===== src/rtl/rv32m_pkg.sv =====
// Shared definitions for the RV32M divide unit: op encodings, FSM state codes and constants.
package rv32m_pkg;

  typedef enum logic [1:0] {
    OP_DIV  = 2'b00,
    OP_DIVU = 2'b01,
    OP_REM  = 2'b10,
    OP_REMU = 2'b11
  } op_e;

  localparam logic [1:0] ST_IDLE = 2'd0;
  localparam logic [1:0] ST_CALC = 2'd1;
  localparam logic [1:0] ST_FIX  = 2'd2;
  localparam logic [1:0] ST_DONE = 2'd3;

  typedef enum logic [1:0] {
    IDLE = ST_IDLE,
    CALC = ST_CALC,
    FIX  = ST_FIX,
    DONE = ST_DONE
  } state_e;

  localparam int          DIV_ITERS = 32;
  localparam logic [31:0] ALL_ONES  = 32'hFFFF_FFFF;
  localparam logic [31:0] INT_MIN   = 32'h8000_0000;

  function automatic logic [31:0] cond_neg(input logic [31:0] v, input logic neg);
    return neg ? (32'd0 - v) : v;
  endfunction

endpackage


===== src/rtl/div_core.sv =====
// Unsigned radix-2 restoring divider: one shift/trial-subtract per step, DIV_ITERS steps per operation.
import rv32m_pkg::*;

module div_core #(
  parameter int XLEN = 32
) (
  input  logic            clk,
  input  logic            rst_n,
  input  logic            load,
  input  logic            step,
  input  logic [XLEN-1:0] dividend,
  input  logic [XLEN-1:0] divisor,
  output logic [XLEN-1:0] quo,
  output logic [XLEN-1:0] rem,
  output logic            last
);

  logic [5:0]      count;
  logic [XLEN-1:0] dvs;
  logic [XLEN:0]   shifted;
  logic [XLEN:0]   trial;

  // The partial remainder stays below the divisor, so 33 bits hold the shifted value exactly.
  assign shifted = {rem, quo[XLEN-1]};
  assign trial   = shifted - {1'b0, dvs};
  assign last    = (count == 6'(DIV_ITERS - 1));

  always_ff @(posedge clk or negedge rst_n) begin
    if (!rst_n) begin
      count <= '0;
      dvs   <= '0;
      quo   <= '0;
      rem   <= '0;
    end else if (load) begin
      count <= '0;
      dvs   <= divisor;
      quo   <= dividend;
      rem   <= '0;
    end else if (step) begin
      count <= count + 6'd1;
      quo   <= {quo[XLEN-2:0], ~trial[XLEN]};
      rem   <= trial[XLEN] ? shifted[XLEN-1:0] : trial[XLEN-1:0];
    end
  end

endmodule


===== src/rtl/div_unit.sv =====
// RV32M DIV/DIVU/REM/REMU unit with start/busy/done handshake and write-back outputs.
// Optional: define DIV_FAST_PATH_EN to finish divide-by-zero and signed overflow in one edge.
import rv32m_pkg::*;

module div_unit #(
  parameter int XLEN = 32
) (
  input  logic            clk,
  input  logic            rst_n,
  input  logic            start,
  input  logic [1:0]      op,
  input  logic [XLEN-1:0] data1,
  input  logic [XLEN-1:0] data2,
  input  logic [4:0]      rd_in,
  input  logic            kill,
  output logic            busy,
  output logic            done,
  output logic [XLEN-1:0] result,
  output logic [4:0]      rd_out,
  output logic            wr_en
);

  state_e          state;
  logic            is_rem;
  logic            q_neg;
  logic            r_neg;
  logic [4:0]      rd_q;
  logic            signed_op;
  logic            s1;
  logic            s2;
  logic            load;
  logic            special;
  logic [XLEN-1:0] special_val;
  logic [XLEN-1:0] quo;
  logic [XLEN-1:0] rem;
  logic            last;

  assign signed_op = ~op[0];
  assign s1        = signed_op & data1[XLEN-1];
  assign s2        = signed_op & data2[XLEN-1];

`ifdef DIV_FAST_PATH_EN
  always_comb begin
    special     = 1'b0;
    special_val = '0;
    if (data2 == '0) begin
      special     = 1'b1;
      special_val = op[1] ? data1 : ALL_ONES;
    end else if (signed_op && data1 == INT_MIN && data2 == ALL_ONES) begin
      special     = 1'b1;
      special_val = op[1] ? '0 : INT_MIN;
    end
  end
`else
  assign special     = 1'b0;
  assign special_val = '0;
`endif

  assign load = (state == IDLE) && start && !kill && !special;

  div_core #(.XLEN(XLEN)) u_core (
    .clk      (clk),
    .rst_n    (rst_n),
    .load     (load),
    .step     ((state == CALC) && !kill),
    .dividend (cond_neg(data1, s1)),
    .divisor  (cond_neg(data2, s2)),
    .quo      (quo),
    .rem      (rem),
    .last     (last)
  );

  // A zero divisor must leave the all-ones quotient un-negated; overflow needs no guard.
  always_ff @(posedge clk or negedge rst_n) begin
    if (!rst_n) begin
      state  <= IDLE;
      busy   <= 1'b0;
      done   <= 1'b0;
      wr_en  <= 1'b0;
      result <= '0;
      rd_out <= '0;
      rd_q   <= '0;
      is_rem <= 1'b0;
      q_neg  <= 1'b0;
      r_neg  <= 1'b0;
    end else begin
      done  <= 1'b0;
      wr_en <= 1'b0;
      if (kill) begin
        state <= IDLE;
        busy  <= 1'b0;
      end else begin
        case (state)
          IDLE: if (start) begin
            busy   <= 1'b1;
            is_rem <= op[1];
            rd_q   <= rd_in;
            q_neg  <= (s1 ^ s2) && (data2 != '0);
            r_neg  <= s1;
            if (special) begin
              result <= special_val;
              rd_out <= rd_in;
              done   <= 1'b1;
              wr_en  <= (rd_in != 5'd0);
              state  <= DONE;
            end else begin
              state <= CALC;
            end
          end
          CALC: if (last) state <= FIX;
          FIX: begin
            result <= is_rem ? cond_neg(rem, r_neg) : cond_neg(quo, q_neg);
            rd_out <= rd_q;
            done   <= 1'b1;
            wr_en  <= (rd_q != 5'd0);
            state  <= DONE;
          end
          DONE: begin
            busy  <= 1'b0;
            state <= IDLE;
          end
          default: state <= IDLE;
        endcase
      end
    end
  end

endmodule

===== config.mk =====
export PLATFORM = sky130hd
export DESIGN_NAME = div_unit
export DESIGN_NICKNAME = d
export VERILOG_FILES = /design/src/rtl/rv32m_pkg.sv /design/src/rtl/div_core.sv /design/src/rtl/div_unit.sv
export SDC_FILE = /design/constraint.sdc
export NUM_CORES = 1
export LEC_CHECK = 0
export CAP_MARGIN = 20
export CORE_MARGIN = 3
export CORE_UTILIZATION = 45
export DETAILED_ROUTE_END_ITERATION = 12
export PLACE_DENSITY = 0.74
export SLEW_MARGIN = 40
export SYNTH_ARGS = -nofsm -noshare
export SYNTH_HDL_FRONTEND = slang
export SYNTH_HIERARCHICAL = 1
export SYNTH_SLANG_ARGS = --single-unit

===== constraint.sdc =====
create_clock -name clk -period 4.4 [get_ports clk]
set_input_delay 0.88 -clock clk [delete_from_list [all_inputs] [get_ports clk]]
set_output_delay 0.88 -clock clk [all_outputs]
set_load 0.01 [all_outputs]

# Word-level counts from Yosys, hierarchy flattened
# Cells that the tools add are included.
# totals
output_inout_bits	40
regBits	152
elab_cells	69
input_bits	75
# classes
n_bitwise	6
eq_ne	6
n_reduce_logical	14
muxes	23
n_addsub	6
# ops
op	n
2-to-1 mux 32 bit	10
subtractor 1 x 32 -> 32 bit (first input constant)	4
subtractor 33 x 32 -> 33 bit	1
nonzero test 32 bit	1
2-to-1 mux 6 bit	2
one-hot mux 2 bit (4 select lines)	1
adder 6 x 1 -> 6 bit (second input constant)	1
equality test 6 x 5 -> 1 bit (second input constant)	1
2-to-1 mux 1 bit	6
2-to-1 mux 2 bit	3
inequality test 3 bit (second input constant)	2
AND reduction 2 bit	3
nonzero test 5 bit	1
equality test 2 bit (second input constant)	2
logical AND 1 bit	4
inverter 1 bit	3
AND reduction 3 bit	1
nonzero test 3 bit	1
AND 1 bit	2
equality test 2 x 1 -> 1 bit (second input constant)	1
logical NOT 2 bit	1
one-hot mux 1 bit (2 select lines)	1
nonzero test 2 bit	1
logical NOT 1 bit	1
XOR 1 bit	1

# Longest topological paths before layout
# Gate-level depths: netlist of run 1.
# logic_depth
ltp_word	4
depth_mapped	15
ltp_nobuf	13

# By module
# Netlist of run 1, hierarchy kept.
# modules_own_cells
mod	cells_each	area_each_um2	seq_area_each_um2	instances
div_core	709	6444.9	2552.4	1
div_unit	628	5066.1	1251.2	1

# Least setup slack after synthesis of run 1
# OpenSTA, ideal clock, no wires.
# synth_timing
path_kind	register -> register
start	register u_core.quo[31]
end	register u_core.rem[22]
period_less_slack_ps	3218
slack_ps	1182
stages_incl_launch_ff	16
path_buffers	2
required_ps	4306
t_arrival_ps	3124
setup_ps	94
cell_sequence	dfrtp_1 -> inv_1 -> ha_1 -> inv_1 -> fa_1 -> a211oi_1 -> nor3_1 -> o211ai_1 -> nand3_2 -> a2111o_1 -> a21o_1 -> and2_4 -> buf_12 -> buf_12 -> mux2i_1 -> a211oi_1
# synth_via
elab_chain_len	4
# synth_lines
item	line	text
start: declaration	div_core.sv:13	output logic [XLEN-1:0] quo,
start signal: assignment	div_core.sv:37	quo <= dividend;
start signal: assignment	div_core.sv:41	quo <= {quo[XLEN-2:0], ~trial[XLEN]};
subtractor 33 x 32 -> 33 bit	div_core.sv:25	assign trial = shifted - {1'b0, dvs};
2-to-1 mux 32 bit	div_core.sv:42	rem <= trial[XLEN] ? shifted[XLEN-1:0] : trial[XLEN-1:0];
2-to-1 mux 32 bit	div_core.sv:39	end else if (step) begin
2-to-1 mux 32 bit	div_core.sv:34	end else if (load) begin
end signal: assignment	div_core.sv:42	
end: declaration	div_core.sv:14	output logic [XLEN-1:0] rem,
# No other way between the ends. The select of a mux whose other input is x is not followed.
# A chain may end at the register's enable or synchronous reset.

# Final worst setup path of run 1
# layout_timing
start	register u_core.quo[31]
end	register u_core.rem[18]
# Same word-level chain as after synthesis.

==> results.json, run 1 <==
{
  "status": "finished clean",
  "antenna_found_initial": 0,
  "critPathKind": "flop to flop",
  "cp_slowest_cell": "and2_4",
  "start_kind": "flop",
  "hold_path.class": "input port to async pin",
  "fp-row-count": 57,
  "dp_hpwl_um": 23170,
  "grt_usage_pct": 22.07,
  "globalRouteMet2Util_pct": 35.07,
  "overflow": 0,
  "cts_made_buffers": 17,
  "cts_tree": "built",
  "stdcell_area_mm2": 0.01338,
  "cell_internal_pwr_w": 0.005484,
  "syn_area_mm2": 0.01151,
  "setup_viol": 0,
  "grt_pass1_vias": 9685,
  "drive_gt1_share_pct": 6.122,
  "worst_r2r_endpoint": "u_core/rem[18]$_DFFE_PN0P_",
  "cp-end-kind": "flop",
  "multi_input_area_mm2": 0.007106,
  "gp_congestion": 0.8700,
  "ys_seq_area_share_pct": 33.04,
  "fill_cells": 2192,
  "area_delta_synth_final_pct": 16.26,
  "synth_seq_cells": 152,
  "final_cells": 1745,
  "yosysWarnings": 6,
  "coreArea_mm2": 0.02475,
  "syn_area_per_cell_um2": 8.610,
  "synth.top_cell.area_share_pct": 33.04,
  "vias_per_cell": 5.927,
  "synth_edf_count": 0,
  "critical_path.cell_chain": "inv_1 > ha_1 > inv_1 > fa_1 > a211oi_1 > nor3_1 > o211ai_1 > nand3_2 > a2111o_1 > nand3_2 > and2_4 > mux2i_1 > a211oi_1",
  "arrival_ns": 3.87,
  "synth_area_leaders": "dfrtp_1 (33%), mux2i_1 (6.9%), xnor2_1 (5.6%)",
  "clkPwrFrac_pct": 14.0,
  "grt_setup_unrepaired": "no",
  "drtIter0Drc": 987,
  "initial_core_util_pct": 46.51,
  "peakVddDrop_mv": 0.3930,
  "sw_frac_of_total_pct": 47.04,
  "tns_ns": 0,
  "io_pins": 115,
  "grt_max_degree": 74,
  "ys_async_sr_fraction_pct": 100.0,
  "fin_nets": 1525,
  "p_leak_nw": 5.503,
  "path_clk_slew_ns": 0.07,
  "yosys.area.top_type": "dfrtp_1",
  "busiest_layer": "met2",
  "grt_use_met1_pct": 31.62,
  "clockRootBuffer": "clkbuf_16",
  "ant_nets": 0,
  "dr.pass1.iters": 6,
  "synthDistinctLibCells": 80,
  "insertion_delay_ns": 0.44,
  "p_seq_share_pct": 26.8,
  "grt_pass1_wl_um": 50490,
  "synth_top_flop_cell": "dfrtp_1",
  "slew_violations": 0,
  "synth_cells": 1337,
  "dieHeight_um": 165.9,
  "cts_buffer_depth": 2,
  "cap_violations": 0,
  "wirelength_um": 31060,
  "synth_commonest_cells": "nand2_1 (166), dfrtp_1 (152), o21ai_0 (100)",
  "num_antenna_cells": 0,
  "postPlaceCellArea_mm2": 0.01280,
  "fmax_ghz": 0.2824,
  "max_slew_margin_pct": 51.33,
  "cts_hold_buf": 0,
  "dieWidth_um": 165.9,
  "reg2regPathDepth": 13,
  "power.density_mw_per_mm2": 773.8,
  "cts_resized": 0,
  "cts_setup_buffers": 0,
  "dp.cells": 1713,
  "finalHoldViolations": 0,
  "num_vias": 10343,
  "htreeDepth": 4,
  "clock-sinks": 152,
  "critPathMaxStageDelay_ns": 0.51,
  "drt_drc_violations_left": 0,
  "layout.area.seq_mm2": 0.003806,
  "r2r_start": "u_core/quo[31]$_DFFE_PN0P_",
  "yosysMostFrequentCell": "nand2_1",
  "reg2reg_slack_ns": 0.86,
  "dieArea_mm2": 0.02753,
  "drt-wirelength-per-cell_um": 17.80,
  "combPwrFrac_pct": 59.2,
  "synth_fp_nets": 1454,
  "cp_max_fo": 33,
  "worst_pin_slew_ns": 0.7301,
  "period_share_pct": 80.49,
  "grtUsageMet3_pct": 2.952,
  "fin_crit_ns": 3.542,
  "switching_power_w": 0.004871,
  "port_buffers": 114,
  "worst-endpoint-required_ns": 4.73,
  "finClkSkew_ns": 0.009110
}
power groups by stage:
| stage | logic [W] | clock network (W) | registers [W] |
|---|---|---|---|
| after floorplan | 0.00475 | 0 | 0.00255 |
| final | 0.00613 | 0.00145 | 0.00277 |
| after global routing | 0.00669 | 0.00154 | 0.00286 |
| after CTS | 0.00605 | 0.00147 | 0.00276 |
| after detailed placement | 0.00599 | 0 | 0.00278 |
| after global placement | 0.00590 | 0 | 0.00275 |
state kept, by name, summed over array words and instances (netlist names):
| name | cells |
|---|---|
| u_core/rem | 32 |
| q_neg | 1 |
| is_rem | 1 |
| wr_en | 1 |
| result | 32 |
| done | 1 |
| rd_out | 5 |
| u_core/dvs | 32 |
| rd_q | 5 |
| u_core/quo | 32 |
| state | 2 |
| u_core/count | 6 |
| r_neg | 1 |
| busy | 1 |
final cells by class:
cell class	instances	area share [%]
Multi-Input combinational cell	1051	53.09
Sequential cell	152	28.44
Timing Repair Buffer	130	9.527
Clock buffer	18	3.282
Tap cell	324	3.029
Inverter	56	1.589
Clock inverter	14	1.038
layer usage:
layer  vias to the layer above  wire, um
li1                       4976         -
met1                      4971     14380
met2                       354     14390
met3                        42      1716
met4                         0       573
met5                         -         0
how the worst max path moves through the flow:
stage / slack (ns) / cells past startpoint / startpoint / to
2_1_floorplan: 1.18 / 15 / u_core/quo[31]$_DFFE_PN0P_ / u_core/rem[22]$_DFFE_PN0P_
3_3_place_gp: 0.67 / 8 / data1[20] / u_core/quo[31]$_DFFE_PN0P_
3_5_place_dp: 0.64 / 8 / data1[20] / u_core/quo[31]$_DFFE_PN0P_
4_1_cts: 0.90 / 13 / u_core/quo[31]$_DFFE_PN0P_ / u_core/rem[29]$_DFFE_PN0P_
5_1_grt: 0.58 / 13 / u_core/quo[31]$_DFFE_PN0P_ / u_core/rem[19]$_DFFE_PN0P_
6_report: 0.86 / 13 / u_core/quo[31]$_DFFE_PN0P_ / u_core/rem[18]$_DFFE_PN0P_
cell usage in the layout (no fill, tap or decap), types with 8 or more instances in the layout:
cell type / instances
a211oi_1: 30
a21o_1: 21
a21oi_1: 58
buf_4: 15
clkbuf_16: 17
clkdlybuf4s50_1: 113
dfrtp_1: 150
ha_1: 41
inv_1: 55
mux2i_1: 79
nand2_1: 166
nand2b_1: 12
nand3_1: 22
nand4_1: 10
nor2_1: 85
nor3_1: 33
nor3b_1: 8
nor4_1: 11
o211ai_1: 11
o21ai_0: 100
o21ai_1: 21
o221ai_1: 10
o31ai_1: 33
o41ai_1: 20
or3_1: 19
or4_1: 13
xnor2_1: 73
xor2_1: 66
worst max-delay path: cells and delay by family (launching register included):
family	cells	cell delay (ns)
flip-flops	1	0.38
AO/OA/AOI/OAI	4	1.30
AND/OR/NAND/NOR	4	0.90
buffers and inverters	2	0.11
multiplexers	1	0.15
adder cells (fa/ha/maj)	2	0.58
metrics by stage:
| stage | setup slack [ns] | hold slack (ns) | power, W | util [%] |
|---|---|---|---|---|
| after global placement | 0.6679 | 0.4572 | 0.008649 | 51.73 |
| after global routing | 0.5752 | 0.5032 | 0.01109 | 54.08 |
| after floorplan | 1.182 | 0.4614 | 0.007294 | - |
| final | 0.8583 | 0.4637 | 0.01036 | 54.08 |
| after detailed placement | 0.6390 | 0.4644 | 0.008777 | 51.74 |
| after CTS | 0.8996 | 0.4805 | 0.01028 | 54.08 |
cell families after synthesis:
group / Yosys count / share of synthesized area, %
AOI/OAI and AO/OA: 360 / 21.04
xor gates and xnor gates: 139 / 10.58
adders and majority gates: 42 / 4.630
buffers and inverters: 134 / 5.315
DFF: 152 / 33.04
muxes: 83 / 7.261
and+or+nand+nor: 427 / 18.13
Note: power is estimated with default switching activity, not from simulation.
==> run 2: changes to the inputs <==
==> constraint.sdc (replaced) <==
create_clock -name clk -period 3.7 [get_ports clk]
set_input_delay 0.74 -clock clk [delete_from_list [all_inputs] [get_ports clk]]
set_output_delay 0.74 -clock clk [all_outputs]
set_load 0.01 [all_outputs]
==> results.json, run 2 (synthesis gave the netlist of run 1 again) <==
{
  "io_pins": 115,
  "wirelength_um": 31500,
  "r2r_start": "u_core/quo[31]$_DFFE_PN0P_",
  "finalHoldViolations": 0,
  "hold_path.class": "input port to async pin",
  "finClkSkew_ns": 0.01241,
  "setup_viol": 0,
  "port_buffers": 114,
  "layout_common_cells": "nand2_1 (166), dfrtp_1 (150), clkdlybuf4s50_1 (113)",
  "drive_gt1_share_pct": 7.623,
  "tns_ns": 0,
  "dieHeight_um": 165.9,
  "cp-startpoint": "u_core/quo[31]$_DFFE_PN0P_",
  "crit_top_cell": "inv_1",
  "worst-endpoint-required_ns": 4.02,
  "critPathMaxStageDelay_ns": 0.50,
  "arrival_ns": 3.73,
  "p_leak_nw": 5.653,
  "max_slew_margin_pct": 53.65,
  "grt_pass1_vias": 9706,
  "reg2reg_slack_ns": 0.28,
  "clock-sinks": 152,
  "dr.pass1.iters": 5,
  "path_clk_slew_ns": 0.07,
  "critical_path.cell_chain": "inv_1 > ha_1 > inv_1 > fa_1 > a211oi_2 > nor3_1 > o211ai_1 > nand3_2 > a2111o_1 > a21o_1 > and2_4 > mux2i_1 > a211oi_1",
  "grt_usage_pct": 22.27,
  "path_delay_family": "compound AO/OA/AOI/OAI gates",
  "fin_nets": 1547,
  "cap_violations": 0,
  "peakVddDrop_mv": 0.4392,
  "overflow": 0,
  "cts_hold_buf": 0,
  "fmax_ghz": 0.2928,
  "cp-end-kind": "flop",
  "drtIter0Drc": 928,
  "dieWidth_um": 165.9,
  "insertion_delay_ns": 0.43,
  "critPathKind": "flop to flop",
  "status": "finished clean",
  "period_share_pct": 92.30,
  "vias_per_cell": 5.930,
  "ant_nets": 0,
  "cp_slowest_cell": "a2111o_1",
  "initial_core_util_pct": 46.51,
  "fill_cells": 2222,
  "final_cells": 1767,
  "cts_made_buffers": 17,
  "num_vias": 10479,
  "clockRootBuffer": "clkbuf_16",
  "fp-row-count": 57,
  "antenna_found_initial": 1,
  "drt-wirelength-per-cell_um": 17.83,
  "slew_violations": 0,
  "critical_path_buf_inv_count": 2,
  "num_antenna_cells": 0,
  "area_delta_synth_final_pct": 18.35,
  "power.density_mw_per_mm2": 929.6,
  "start_kind": "flop",
  "fin_crit_ns": 3.415,
  "htreeDepth": 4,
  "dp.cells": 1734,
  "cp_max_fo": 17,
  "dieArea_mm2": 0.02753,
  "grt_max_degree": 68,
  "worst_pin_slew_ns": 0.6889,
  "coreArea_mm2": 0.02475,
  "gp_congestion": 0.9025,
  "final_common_cell": "nand2_1",
  "dp_hpwl_um": 23580,
  "grt_setup_unrepaired": "no",
  "grt_pass1_wl_um": 51010,
  "drt_drc_violations_left": 0,
  "cts_tree": "built",
  "cts_buffer_depth": 2
}
[run 2: cell types whose count changed in the layout (fill, tap and decap cells not counted)]
| cell | delta |
|---|---|
| a211oi_1 | -1 |
| a211oi_2 | +1 |
| and2_4 | +1 |
| buf_12 | +2 |
| buf_4 | +19 |
| bufinv_16 | +2 |
| clkinvlp_4 | -3 |
| inv_6 | +2 |
| inv_8 | -1 |
[run 2: report_power, final]
part           internal (W)  leakage, nW  switching [W]
combinational       0.00333         3.43        0.00431
sequential          0.00238         1.92       0.000795
clock               0.00110        0.300       0.000758
[run 2: through the flow]
step	hold slack (ns)	power [W]	utilization [%]	instance area (um2)	setup slack, ns
after global placement	0.4578	0.01044	52.47	12990	0.2523
after global routing	0.2840	0.01358	55.05	13620	0.05851
after detailed placement	0.4616	0.01058	52.48	12990	0.1229
final	0.2500	0.01266	55.05	13620	0.2848
after floorplan	0.4444	0.008674	-	11510	0.4823
after CTS	0.2679	0.01252	54.99	13610	0.1003
[run 2: area by class of cell]
type	count	area [um2]	area share (%)
multi-input combinational	1052	7119	52.26
sequential	152	3806	27.94
timing repair buffer	151	1458	10.70
clock buffer	18	439.2	3.224
tap	324	405.4	2.976
inverter	56	212.7	1.561
clock inverter	14	182.7	1.341
[run 2: path summary, 6_finish.rpt]
kind                                                   end  cells after the start
worst max-delay path            u_core/rem[13]$_DFFE_PN0P_                     13
worst min-delay path            u_core/quo[25]$_DFFE_PN0P_                      1
worst max register to register  u_core/rem[13]$_DFFE_PN0P_                     13
worst min register to register       rd_out[4]$_DFFE_PN0P_                      2
max in group asynchronous                q_neg$_DFFE_PN0P_                      2
min in group clk                     rd_out[4]$_DFFE_PN0P_                      2
[run 2: metal layers]
metal / global-route usage (%) / share of wire (%)
met1: 32.44 / 46
met5: 0 / 0
met2: 34.82 / 46
met3: 3.356 / 6.0
met4: 5.859 / 1.7
[run 2: what timing repair did]
action | in CTS | in global routing
gates resized for setup | 0 | 2
setup endpoints to repair | 0 | 31
buffers inserted | 0 | 0
==> RTL edit: new RTL, settings of run 1 <==
Build with the macro `DIV_FAST_PATH_EN` defined.
--- a/src/rtl/div_unit.sv
+++ b/src/rtl/div_unit.sv
@@ -2,2 +2,4 @@
 // Optional: define DIV_FAST_PATH_EN to finish divide-by-zero and signed overflow in one edge.
+`define DIV_FAST_PATH_EN
+
 import rv32m_pkg::*;
Check against the original RTL: not equivalent (a bounded check fails within 4 cycles, from zero or initial values and one cycle with rst_n low).
==> RTL edit against run 1 <==
Total power increased by 2.1%; design area increased by 4.6%; global-route usage increased by 2.5 points; utilization decreased by 0.67 points; sequential power decreased by 3%; highest routed layer unchanged; worst setup slack got worse by 270 ps; count of clock-buffer cells in the layout increased by 3; wire length increased by 13%; sequential cell count unchanged; synthesized area increased by 4.7%; largest power group unchanged; hold slack improved by 19 ps; critical endpoint is now u_core/rem[29].
==> RTL edit: results (changes against run 1) <==
total instance count after detailed placement 1826 (+6.6%); first drt pass iteration count 5 (-1); Avg WL per Cell 18.9 um (+6.2%); mux cell area share after synthesis 7.23% (-0.033 points); global-route wire length before repair 57.0 mm (+13%); Peak VDD IR 0.000470 V (+20%); top area cells in the synthesized netlist dfrtp_1 32%, o21ai_0 6.5%, mux2i_1 6.5%; terminus of the critical flop-to-flop path u_core/rem[29]; xor/xnor cell area share of the yosys netlist 11.0% (+0.40 points); slowest cell delay on critical path 540 ps (+30 ps); synthesized-area fraction occupied by adder cells 4.53% (-0.10 points); setup slack at placement 220 ps (-419 ps); detailed placer's ending HPWL 26.2 mm (+13%); largest net degree at the start of global routing 88 (+19%); NumNets Final 1628 (+6.8%); Combinational Power Share 60.6% (+1.4 points); standby leakage power 5.67 nW (+3.1%); compound-cell area share of the yosys netlist 23.0% (+2.0 points); status completed; actual transition at the worst max-transition pin 812 ps (+82.4 ps); part of the power in the clock network 13.8% (-0.2 points); Vias per Instance 5.99 (+1.0%); post-synthesis sequential area ratio 31.6% (-1.5 points); data arrival at the endpoint of the critical path 4130 ps (+260 ps); number of global-route vias before repair 10500 (+8.1%); Hold Path Class register to register; fin crit share 86.6% (+6.1 points); Cell Count, Final, Fillers Out 1858 (+6.5%); final weighted congestion of routability-driven global placement 0.916 (+5.3%)
==> RTL edit: layer usage <==
layer  vias up  track usage (%)  wire length, um  share of wire (%)
met2       406             38.2            16000                 45
li1       5329                -                -                  -
met3        71             4.08             2220                6.3
met1      5317             35.0            16000                 46
met4         0             7.61              918                2.6
met5         -                0                0                  0
==> RTL edit: through the flow <==
stage	utilization (%)	hold WS [ps]	power [mW]
floorplan	-	485	7.54
global route	53.4	511	11.4
CTS	53.4	488	10.5
detailed placement	51.2	466	8.99
global placement	51.2	467	8.87
finish	53.4	482	10.6
==> RTL edit: cell type report <==
cell class | instances | area [um^2]
clock buffer | 21 | 460
clock inverter | 11 | 114
fill | 2357 | 12200
inverter | 61 | 229
multi-input combinational | 1136 | 7600
sequential | 152 | 3810
tap | 335 | 419
timing repair buffer | 142 | 1370
